--- config.mk ---
export PLATFORM = sky130hd
export DESIGN_NAME = wb_serial_master
export DESIGN_NICKNAME = d
export VERILOG_FILES = /design/src/rtl/wb_serial_master.sv
export SDC_FILE = /design/constraint.sdc
export NUM_CORES = 1
export LEC_CHECK = 0
export CAP_MARGIN = 5
export CORE_ASPECT_RATIO = 1.1
export CORE_UTILIZATION = 40
export CTS_CLUSTER_SIZE = 12
export DETAILED_ROUTE_END_ITERATION = 6
export GPL_TIMING_DRIVEN = 0
export SYNTH_ARGS = -nofsm -noshare
export SYNTH_HDL_FRONTEND = slang
export SYNTH_SLANG_ARGS = --single-unit
--- constraint.sdc ---
create_clock -name clk -period 6.65 [get_ports clk]
set_input_delay 1.995 -clock clk [delete_from_list [all_inputs] [get_ports clk]]
set_output_delay 1.995 -clock clk [all_outputs]
set_load 0.01 [all_outputs]
--- src/rtl/wb_serial_master.sv ---
// UART (8N1) command port driving a single Wishbone master: 'W' adr[4] dat[4] -> 06, 'R' adr[4] -> dat[4].
// Define WB_TIMEOUT_EN to abort bus cycles that see no ack within TIMEOUT clocks (reply 0x15).
module wb_serial_master #(
  parameter int CLKS_PER_BIT = 104,
  parameter int TIMEOUT      = 255
) (
  input  logic        clk,
  input  logic        rst_n,
  input  logic        rx,
  output logic        tx,
  output logic        wbm_cyc_o,
  output logic        wbm_stb_o,
  output logic        wbm_we_o,
  output logic [3:0]  wbm_sel_o,
  output logic [31:0] wbm_adr_o,
  output logic [31:0] wbm_dat_o,
  input  logic [31:0] wbm_dat_i,
  input  logic        wbm_ack_i,
  output logic        busy
);

  if (CLKS_PER_BIT < 4 || CLKS_PER_BIT > 4095 || TIMEOUT < 1 || TIMEOUT > 65535) begin : g_param_err
    $error("wb_serial_master: parameter out of range");
  end

  localparam logic [11:0] BIT_LAST  = 12'(CLKS_PER_BIT - 1);
  localparam logic [11:0] HALF_LAST = 12'(CLKS_PER_BIT / 2 - 1);

  typedef enum logic [1:0] {R_IDLE, R_START, R_DATA, R_STOP} rx_state_t;
  typedef enum logic [2:0] {IDLE, ADDR, DATA, BUS, RESP} state_t;

  logic        rx_s1, rx_s2, rx_d;
  rx_state_t   rx_st;
  logic [11:0] rx_cnt;
  logic [2:0]  rx_bit;
  logic [7:0]  rx_sh;
  logic        byte_done, frame_err;

  state_t      state, state_nx;
  logic        is_wr;
  logic [1:0]  byte_cnt;
  logic [31:0] resp;
  logic [2:0]  resp_left;
  logic [11:0] tx_cnt;
  logic [3:0]  tx_bit;
  logic        ack, timeout, tx_last;

  // Stop bit is judged combinationally so the FSM reacts on the sampling edge itself.
  assign byte_done = (rx_st == R_STOP) && (rx_cnt == BIT_LAST) && rx_s2;
  assign frame_err = (rx_st == R_STOP) && (rx_cnt == BIT_LAST) && !rx_s2;

  always_ff @(posedge clk or negedge rst_n) begin
    if (!rst_n) begin
      rx_s1  <= 1'b1;
      rx_s2  <= 1'b1;
      rx_d   <= 1'b1;
      rx_st  <= R_IDLE;
      rx_cnt <= '0;
      rx_bit <= '0;
      rx_sh  <= '0;
    end else begin
      rx_s1 <= rx;
      rx_s2 <= rx_s1;
      rx_d  <= rx_s2;
      case (rx_st)
        R_IDLE: if (rx_d && !rx_s2) begin
          rx_st  <= R_START;
          rx_cnt <= '0;
        end
        R_START: if (rx_cnt == HALF_LAST) begin
          rx_cnt <= '0;
          rx_bit <= '0;
          rx_st  <= rx_s2 ? R_IDLE : R_DATA;
        end else rx_cnt <= rx_cnt + 12'd1;
        R_DATA: if (rx_cnt == BIT_LAST) begin
          rx_cnt <= '0;
          rx_sh  <= {rx_s2, rx_sh[7:1]};
          rx_bit <= rx_bit + 3'd1;
          if (rx_bit == 3'd7) rx_st <= R_STOP;
        end else rx_cnt <= rx_cnt + 12'd1;
        R_STOP: if (rx_cnt == BIT_LAST) begin
          rx_cnt <= '0;
          rx_st  <= R_IDLE;
        end else rx_cnt <= rx_cnt + 12'd1;
        default: rx_st <= R_IDLE;
      endcase
    end
  end

  assign ack     = wbm_ack_i && (state == BUS);
  assign tx_last = (state == RESP) && (tx_cnt == BIT_LAST) && (tx_bit == 4'd9) && (resp_left == 3'd1);

`ifdef WB_TIMEOUT_EN
  logic [15:0] tmo_cnt;
  always_ff @(posedge clk or negedge rst_n) begin
    if (!rst_n)              tmo_cnt <= '0;
    else if (state == BUS)   tmo_cnt <= tmo_cnt + 16'd1;
    else                     tmo_cnt <= '0;
  end
  assign timeout = (state == BUS) && (tmo_cnt == 16'(TIMEOUT - 1));
`else
  assign timeout = 1'b0;
`endif

  always_ff @(posedge clk or negedge rst_n) begin
    if (!rst_n) state <= IDLE;
    else        state <= state_nx;
  end

  always_comb begin
    state_nx = state;
    case (state)
      IDLE: if (byte_done) state_nx = (rx_sh == 8'h57 || rx_sh == 8'h52) ? ADDR : RESP;
      ADDR: if (frame_err) state_nx = IDLE;
            else if (byte_done && byte_cnt == 2'd3) state_nx = is_wr ? DATA : BUS;
      DATA: if (frame_err) state_nx = IDLE;
            else if (byte_done && byte_cnt == 2'd3) state_nx = BUS;
      BUS:  if (ack || timeout) state_nx = RESP;
      RESP: if (tx_last) state_nx = IDLE;
      default: state_nx = IDLE;
    endcase
  end

  always_comb begin
    logic [7:0] tx_byte;
    logic [2:0] tx_idx;
    tx_byte   = resp[31:24];
    tx_idx    = 3'(tx_bit - 4'd1);
    wbm_cyc_o = (state == BUS);
    wbm_stb_o = wbm_cyc_o;
    wbm_we_o  = wbm_cyc_o && is_wr;
    wbm_sel_o = wbm_cyc_o ? 4'hF : 4'h0;
    busy      = (state != IDLE);
    tx        = 1'b1;
    if (state == RESP) begin
      if (tx_bit == 4'd0)      tx = 1'b0;
      else if (tx_bit != 4'd9) tx = tx_byte[tx_idx];
    end
  end

  // Reply bytes leave from resp[31:24]; resp shifts left one byte per frame.
  always_ff @(posedge clk or negedge rst_n) begin
    if (!rst_n) begin
      is_wr     <= 1'b0;
      byte_cnt  <= '0;
      wbm_adr_o <= '0;
      wbm_dat_o <= '0;
      resp      <= '0;
      resp_left <= '0;
      tx_cnt    <= '0;
      tx_bit    <= '0;
    end else begin
      if (state != RESP) begin
        tx_cnt <= '0;
        tx_bit <= '0;
      end
      case (state)
        IDLE: begin
          byte_cnt <= '0;
          if (byte_done) begin
            is_wr     <= (rx_sh == 8'h57);
            resp      <= {8'h15, 24'h0};
            resp_left <= 3'd1;
          end
        end
        ADDR: if (byte_done) begin
          wbm_adr_o <= {wbm_adr_o[23:0], rx_sh};
          byte_cnt  <= byte_cnt + 2'd1;
        end
        DATA: if (byte_done) begin
          wbm_dat_o <= {wbm_dat_o[23:0], rx_sh};
          byte_cnt  <= byte_cnt + 2'd1;
        end
        BUS: if (ack) begin
          resp      <= is_wr ? {8'h06, 24'h0} : wbm_dat_i;
          resp_left <= is_wr ? 3'd1 : 3'd4;
        end else if (timeout) begin
          resp      <= {8'h15, 24'h0};
          resp_left <= 3'd1;
        end
        RESP: if (tx_cnt == BIT_LAST) begin
          tx_cnt <= '0;
          if (tx_bit == 4'd9) begin
            tx_bit    <= '0;
            resp      <= {resp[23:0], 8'h0};
            resp_left <= resp_left - 3'd1;
          end else tx_bit <= tx_bit + 4'd1;
        end else tx_cnt <= tx_cnt + 12'd1;
        default: ;
      endcase
    end
  end

endmodule

== After elaboration in Yosys (flattened, before gate mapping) ==
Index checks and enable logic that the tools add are counted.

* Add/sub/neg operators: 7
* Order comparisons: 1
* Eq/ne operators: 31
* Mux-type cells: 51
* Reduce and logical (&&, ||, !) cells: 31

{| class="wikitable"
|+ Operator list
! cell !! number
|-
| 32-bit two-way mux || 5
|-
| 32-bit one-hot mux with 3 select lines || 1
|-
| 12-bit two-way mux || 6
|-
| 3-bit two-way mux || 15
|-
| 12-bit one-hot mux with 3 select lines || 1
|-
| 12-bit by 1-bit adder with 12-bit output (second input constant) || 2
|-
| 12-bit by 7-bit == test with 1-bit output (second input constant) || 2
|-
| 4-bit two-way mux || 5
|-
| 8-bit by 7-bit == test with 1-bit output (second input constant) || 2
|-
| 3-bit one-hot mux with 5 select lines || 1
|-
| 5-bit AND reduction || 3
|-
| 2-bit two-way mux || 7
|-
| 12-bit by 6-bit == test with 1-bit output (second input constant) || 1
|-
| 2-bit != test (second input constant) || 6
|-
| 1-bit logical AND || 10
|-
| 2-bit by 1-bit != test with 1-bit output (second input constant) || 5
|-
| 2-bit AND reduction || 5
|-
| 3-bit != test (second input constant) || 3
|-
| 3-bit one-hot mux with 3 select lines || 1
|-
| 2-bit one-hot mux with 4 select lines || 1
|-
| 2-bit == test (second input constant) || 3
|-
| 3-bit by 1-bit == test with 1-bit output (second input constant) || 2
|-
| 3-bit by 2-bit == test with 1-bit output (second input constant) || 2
|-
| 3-bit == test (second input constant) || 2
|-
| other kinds (21) || 30
|}

* Flip-flop bits (word level): 149
* Bits of input ports: 36
* Output and inout port bits: 73
* Logic and storage cells: 137

== Logic depth before layout (Yosys ltp) ==
Gate-level depths: netlist of the first run.

* Depth in word-level cells: 7
* Mapped depth: 9
* Gate-level depth less buffers: 7

== Worst setup path after synthesis of the first run ==
Ideal clock, no wire load.

* Kind: reg-to-output
* From: register tx_bit[0]
* To: output tx
* Arrival: 1.766 ns
* Data required time: 4.655 ns
* Slack: 2.889 ns
* Cell stages (with the launch flop): 6
* Path buffers: 0
* Cells stage by stage: dfrtp_1 -> inv_1 -> ha_1 -> mux4_2 -> mux2_2 -> a211o_1

* Cells in the longest elaborated chain, start to end: 6
* Elaborated cells between the ends (all ways): 8
* Classes of those cells: 1 x add/sub; 1 x eq/ne; 5 x mux; 1 x reduce/logical

{| class="wikitable"
|+ Ends and longest elaborated chain
! element !! line !! text
|-
| start, declared || 45 || <nowiki>logic [3:0] tx_bit;</nowiki>
|-
| start signal, assigned || 187 || <nowiki>end else tx_bit <= tx_bit + 4'd1;</nowiki>
|-
| 3-bit by 1-bit subtractor with 3-bit output || 128 || <nowiki>tx_idx = 3'(tx_bit - 4'd1);</nowiki>
|-
| 1-bit binary-select mux with 3-bit select || 137 || <nowiki>else if (tx_bit != 4'd9) tx = tx_byte[tx_idx];</nowiki>
|-
| 1-bit two-way mux (not written as such) || 137 ||
|-
| 1-bit two-way mux || 137 ||
|-
| 1-bit two-way mux (*) || 136 || <nowiki>if (tx_bit == 4'd0) tx = 1'b0;</nowiki>
|-
| 1-bit two-way mux (*) || 135 || <nowiki>if (state == RESP) begin</nowiki>
|-
| end, declared || 10 || <nowiki>output logic tx,</nowiki>
|}

Every way passes the cells marked *; elsewhere a longest branch is shown, timed or not. The select of a mux whose other input is x is not followed.

== Worst setup path after layout of the first run ==
* From: register state[2]
* To: output wbm_sel_o[2]

* Cells in the longest elaborated chain, start to end: 2

{| class="wikitable"
|+ Ends and longest elaborated chain
! element !! line !! text
|-
| start, declared || 39 || <nowiki>state_t state, state_nx;</nowiki>
|-
| start signal, assigned || 107 || <nowiki>else state <= state_nx;</nowiki>
|-
| 3-bit by 2-bit == test with 1-bit output || 129 || <nowiki>wbm_cyc_o = (state == BUS);</nowiki>
|-
| 4-bit two-way mux || 132 || <nowiki>wbm_sel_o = wbm_cyc_o ? 4'hF : 4'h0;</nowiki>
|-
| end, declared || 14 || <nowiki>output logic [3:0] wbm_sel_o,</nowiki>
|}

Every way passes these cells.

==> metrics.yaml, run 1 <==
clock_network:
  cts_max_path_buffers: 2
  clk_latency_ps: 420
  clk_pin_slew_ps: 60
  cts_resized: 0
  postCtsSetupBuffers: 0
  cts_tree: "yes"
  cts_buffers: 17
  cts_root_buffer: "clkbuf_16"
  cts_htree_levels: 4
  cts_sinks: 149
  cts-hold-fix-buffers: 0
layout:
  area_growth_pct: 28.6
  final_common_cell: "dfrtp_1"
  finalNonFillerCells: 936
  fin_util: 0.525
  final_area_sq_um: 8910
  drive_above_1_share: 0.225
  final_cell_mix: "dfrtp_1 (146), clkdlybuf4s50_1 (107), mux2_2 (67)"
  fin_nets: 737
  diodes: 0
floorplan:
  pin_count: 109
  die_area_sq_um: 17900
  rows: 50
  fp.coreArea_sq_um: 17000
  initial_core_util: 0.409
  die_y_microns: 140
  die_w_microns: 127
synth:
  syn_area_sq_um: 6930
  async_flop_share: 1.00
  seq_area_frac_synth: 0.539
  netlist.area_leader.share: 0.527
  synthCells: 561
  netlist.top_cell.by_area: "dfrtp_1"
  ys_ff_latch: 149
  synth-edff-count: 0
  ys_dominant_reg_cell: "dfrtp_1"
  synthTopCellsByArea: "dfrtp_1 (53%), mux2_2 (11%), mux2_4 (6.5%), a22o_1 (3.0%), ha_1 (2.2%)"
  yosysWarnings: 0
  ys_types: 61
  postSynthAreaPerCell_sq_um: 12.3
  synth_nets: 609
setup_path:
  worst_ep_arrival_time_ps: 2970
  slowest_stage: "clkbuf_1"
  crit_path_start_kind: "flop"
  critPathKind: "flop to output pin"
  crit_fanout: 15
  slowest_delay_ps: 580
  path_cells: "clkbuf_1 > inv_1 > nand3_1 > inv_1 > clkbuf_1 > buf_4 > clkdlybuf4s50_1"
  required_ps: 4660
  critPathCaptureType: "output pin"
route:
  vias_per_cell: 5.16
  wl_mm: 14.6
  wl_per_cell_microns: 15.6
  drt-initial-drc-count: 199
  ant_nets: 0
  vias: 4832
  drc: 0
  first_pass_iters: 4
placed_design:
  dp_slack_ps: 2140
  port_buffers: 108
  gp_congestion: 0.747
  hpwl_mm: 10.4
  placed_cells: 904
  postPlaceCellArea_sq_um: 8330
global_routing:
  grt.overflow.total: 0
  grt_util_all_layers: 0.176
  grt_pass1_wl_mm: 25.1
  grt_max_degree: 97
  grt_pass1_vias: 4943
  antenna_found_initial: 0
sta:
  hold_viol_final: 0
  fin_skew_ps: 11.4
  max_freq_ghz: 0.202
  fin_crit_ps: 4960
  fin_worst_hold_slack_ps: 359
  fin_crit_sh: 0.746
  grt_setup_unrepaired: "no"
  slew_headroom: 0.420
  setup_ws_ps: 1690
  slew_violations: 0
  fin_setup_tns_ps: 0
  finalSetupViolations: 0
  tightestPinTransition_ps: 865
min_path:
  hp-class: "flop to flop"
outcome:
  status: "finished, final reports clean"
power:
  p_per_area_nw_per_um2: 252
  finalPower_mw: 2.24
  cellLeakagePower_nw: 4.13
  ir_drop_uv: 173
flow_run:
  cap_violations: 0
[logic make-up (layout without fill, tap and decap cells)]
group	count (synthesis)	in the layout	synth area share
flip-flops	149	149	0.539
adder cells (fa/ha/maj)	13	13	0.0231
XOR/XNOR	12	12	0.0152
AO/OA/AOI/OAI	95	95	0.0973
buffers and inverters	56	197	0.0379
multiplexers	104	104	0.188
AND/OR/NAND/NOR	132	132	0.0999
[cells in the mapped netlist, types with 3 or more instances]
cell type,n
xnor2_1,6
nor3b_1,3
nand3_1,14
dfstp_2,3
mux2_2,67
a31oi_1,8
nand2_1,29
a221o_1,3
o21ai_0,24
dfrtp_1,146
ha_1,12
a21oi_1,9
buf_6,3
mux2_4,30
o31ai_1,5
nand4_1,13
and3_1,5
buf_4,5
buf_2,9
inv_1,20
nand3b_1,4
nor2_1,38
nor3_1,7
a22o_1,24
clkbuf_1,18
mux2i_1,4
xor2_1,6
a41oi_1,3
[path summary, 6_finish.rpt]
path	cells past startpoint	startpoint	to	slack [ps]
max in group asynchronous	2	rst_n	rx_d	4250
min	0	rx_s1	rx_s2	360
max	7	state[2]	wbm_sel_o[2]	1690
min reg2reg	0	rx_s1	rx_s2	360
max reg2reg	6	rx_cnt[8]	wbm_adr_o[23]	3600
min in group asynchronous	1	rst_n	tx_cnt[8]	1530
[power by group]
| part | switching (mW) | total, mW | internal, mW | leakage [nW] |
|---|---|---|---|---|
| Sequential | 0.0366 | 0.989 | 0.952 | 2.02 |
| Clock | 0.377 | 0.915 | 0.538 | 0.276 |
| Combinational | 0.204 | 0.340 | 0.135 | 1.84 |
[state kept, by name (all words and copies together) (netlist names), 3 cells and up]
name	flops
rx_bit	3
wbm_adr_o	32
tx_bit	4
resp_left	3
rx_cnt	12
state	3
tx_cnt	12
rx_sh	8
resp	32
wbm_dat_o	32
[critical path: cells and delay by family (launching register included)]
family | cells | cell delay (ps)
flip-flops | 1 | 360
buffers and inverters | 6 | 1930
AND/OR/NAND/NOR | 1 | 250
[routing by layer]
layer  up-vias  routed length [microns]  track usage  part of all wire
met5         -                        0            0                 0
met4         0                      147       0.0545             0.010
met3        11                      496       0.0435             0.034
met2        79                     7080        0.286              0.49
met1      2447                     6850        0.232              0.47
li1       2295                        -            -                 -
[final cells by class]
type,instances,area [sq um]
repair buffers,109,1110
clock inverters,13,124
clock buffers,19,453
multi-input cells,356,2930
inverters,21,78.8
well taps,234,293
plain buffers,35,184
flip-flops and latches,149,3730
fillers,1500,8050
No activity file was read; power rests on OpenSTA's default activity.
==> run 2, diff against run 1 <==
==> constraint.sdc (replaced) <==
create_clock -name clk -period 4.2 [get_ports clk]
set_input_delay 1.26 -clock clk [delete_from_list [all_inputs] [get_ports clk]]
set_output_delay 1.26 -clock clk [all_outputs]
set_load 0.01 [all_outputs]
==> run 2 against run 1 <==
Against the previous run:
- sequential cell count did not move
- utilization barely moved
- first-iteration DRC count fell by 6.5%
- combinational power rose by 58%
- routed wire length barely moved
- hold slack barely moved
- sequential share of layout area barely moved
==> metrics.yaml, run 2 (synthesis gave the netlist of run 1 again) <==
outcome:
  status: "finished, final reports clean"
setup_path:
  path_buf_inv: 2
  timing.rr.start: "rx_cnt[8]"
  path_cells: "inv_1 > ha_1 > mux4_2 > mux2_2 > a211o_1 > clkdlybuf4s50_1"
  r2r_end: "wbm_adr_o[23]"
  r2r.worst_path.cells: 6
  crit_path_start_kind: "flop"
  worst_path_dominant_cell_family: "buffers and inverters"
  slowest_delay_ps: 520
  worst_ep_arrival_time_ps: 2790
  required_ps: 2940
  slowest_stage: "dfrtp_1"
  critPathKind: "flop to output pin"
  critPathCaptureType: "output pin"
  crit_fanout: 8
  regToRegSetupSlack_ps: 1160
floorplan:
  fp.coreArea_sq_um: 17000
  initial_core_util: 0.409
  die_y_microns: 140
  die_w_microns: 127
  rows: 50
  die_area_sq_um: 17900
  pin_count: 109
sta:
  tightestPinTransition_ps: 861
  fin_crit_sh: 0.964
  slew_headroom: 0.422
  slew_violations: 0
  fin_crit_ps: 4050
  hold_viol_final: 0
  grt_setup_unrepaired: "no"
  max_freq_ghz: 0.247
  finalSetupViolations: 0
  setup_ws_ps: 153
  fin_skew_ps: 12.8
power:
  p_per_area_nw_per_um2: 399
  cellLeakagePower_nw: 4.13
  ir_drop_uv: 272
  finalPower_mw: 3.55
clock_network:
  cts_htree_levels: 4
  clk_pin_slew_ps: 60
  cts_buffers: 17
  cts_tree: "yes"
  cts_root_buffer: "clkbuf_16"
  clk_latency_ps: 420
  cts_max_path_buffers: 2
  cts_sinks: 149
layout:
  fin_util: 0.525
  area_growth_pct: 28.5
  fin_nets: 736
  finalNonFillerCells: 935
  final_cell_mix: "dfrtp_1 (146), clkdlybuf4s50_1 (107), mux2_2 (67)"
  final_common_cell: "dfrtp_1"
  reg.largest.list: "resp x32, wbm_adr_o x32, wbm_dat_o x32"
  drive_above_1_share: 0.225
  diodes: 0
global_routing:
  antenna_found_initial: 0
  grt_pass1_wl_mm: 25.1
  grt.overflow.total: 0
  grt_pass1_vias: 4932
  grt_max_degree: 97
  grt_util_all_layers: 0.176
flow_run:
  cap_violations: 0
route:
  drc: 0
  drt-initial-drc-count: 186
  first_pass_iters: 4
  wl_mm: 14.6
  vias: 4823
  ant_nets: 0
  wl_per_cell_microns: 15.6
  vias_per_cell: 5.16
min_path:
  whs_endpoint: "rx_s2"
  hp-start: "rx_s1"
  hp-class: "flop to flop"
  hold_depth: 0
placed_design:
  port_buffers: 108
  placed_cells: 904
  dp_slack_ps: 429
  hpwl_mm: 10.4
  gp_congestion: 0.747
==> run 2: layout make-up <==
| cell class | instances | area, sq um |
|---|---|---|
| plain buffers | 34 | 180 |
| clock buffers | 19 | 453 |
| clock inverters | 13 | 124 |
| fillers | 1499 | 8050 |
| inverters | 21 | 78.8 |
| multi-input cells | 356 | 2930 |
| flip-flops and latches | 149 | 3730 |
| well taps | 234 | 293 |
| repair buffers | 109 | 1110 |
==> run 2: per-stage QoR <==
step                      hold slack, ps  setup TNS, ps  cell area, sq um
after floorplan                      345              0              6930
after global placement               348        -608230              8300
after detailed placement             350              0              8330
after CTS                            359              0              8900
after global routing                 364              0              8900
final                                359              0              8900
==> run 2: what timing repair did <==
item	4_1_cts	5_1_grt
endpoints found under the setup margin	5	0
setup buffers	0	0
hold buffers	0	0
resized for setup	0	0
==> run 2: worst max-delay path by stage <==
stage	start	end	cells past startpoint
floorplan	tx_bit[0]	tx	5
global placement	rst_n	wbm_adr_o[23]	1
detailed placement	state[2]	wbm_sel_o[3]	7
CTS	tx_bit[0]	tx	6
global route	state[2]	wbm_sel_o[3]	6
finish	tx_bit[0]	tx	6
==> run 2: where the power goes <==
group          switching (mW)  internal [mW]  total (mW)
clock network           0.598          0.852        1.45
registers              0.0580           1.51        1.57
logic                   0.323          0.214       0.537
==> run 2: routing by layer <==
layer  vias to the layer above  wire, microns  track usage
li1                       2298              -            -
met1                      2441           6900        0.234
met2                        75           7050        0.286
met3                         9            485       0.0413
met4                         0            131       0.0545
met5                         -              0            0
==> run 3, diff against run 2 <==
--- a/config.mk
+++ b/config.mk
@@ -8,7 +8,6 @@
 export CAP_MARGIN = 5
 export CORE_ASPECT_RATIO = 1.1
 export CORE_UTILIZATION = 40
-export CTS_CLUSTER_SIZE = 12
 export DETAILED_ROUTE_END_ITERATION = 6
 export GPL_TIMING_DRIVEN = 0
 export SYNTH_ARGS = -nofsm -noshare
==> results of run 3 <==
No change in the layout: final DEF, timing and power equal those of run 2.
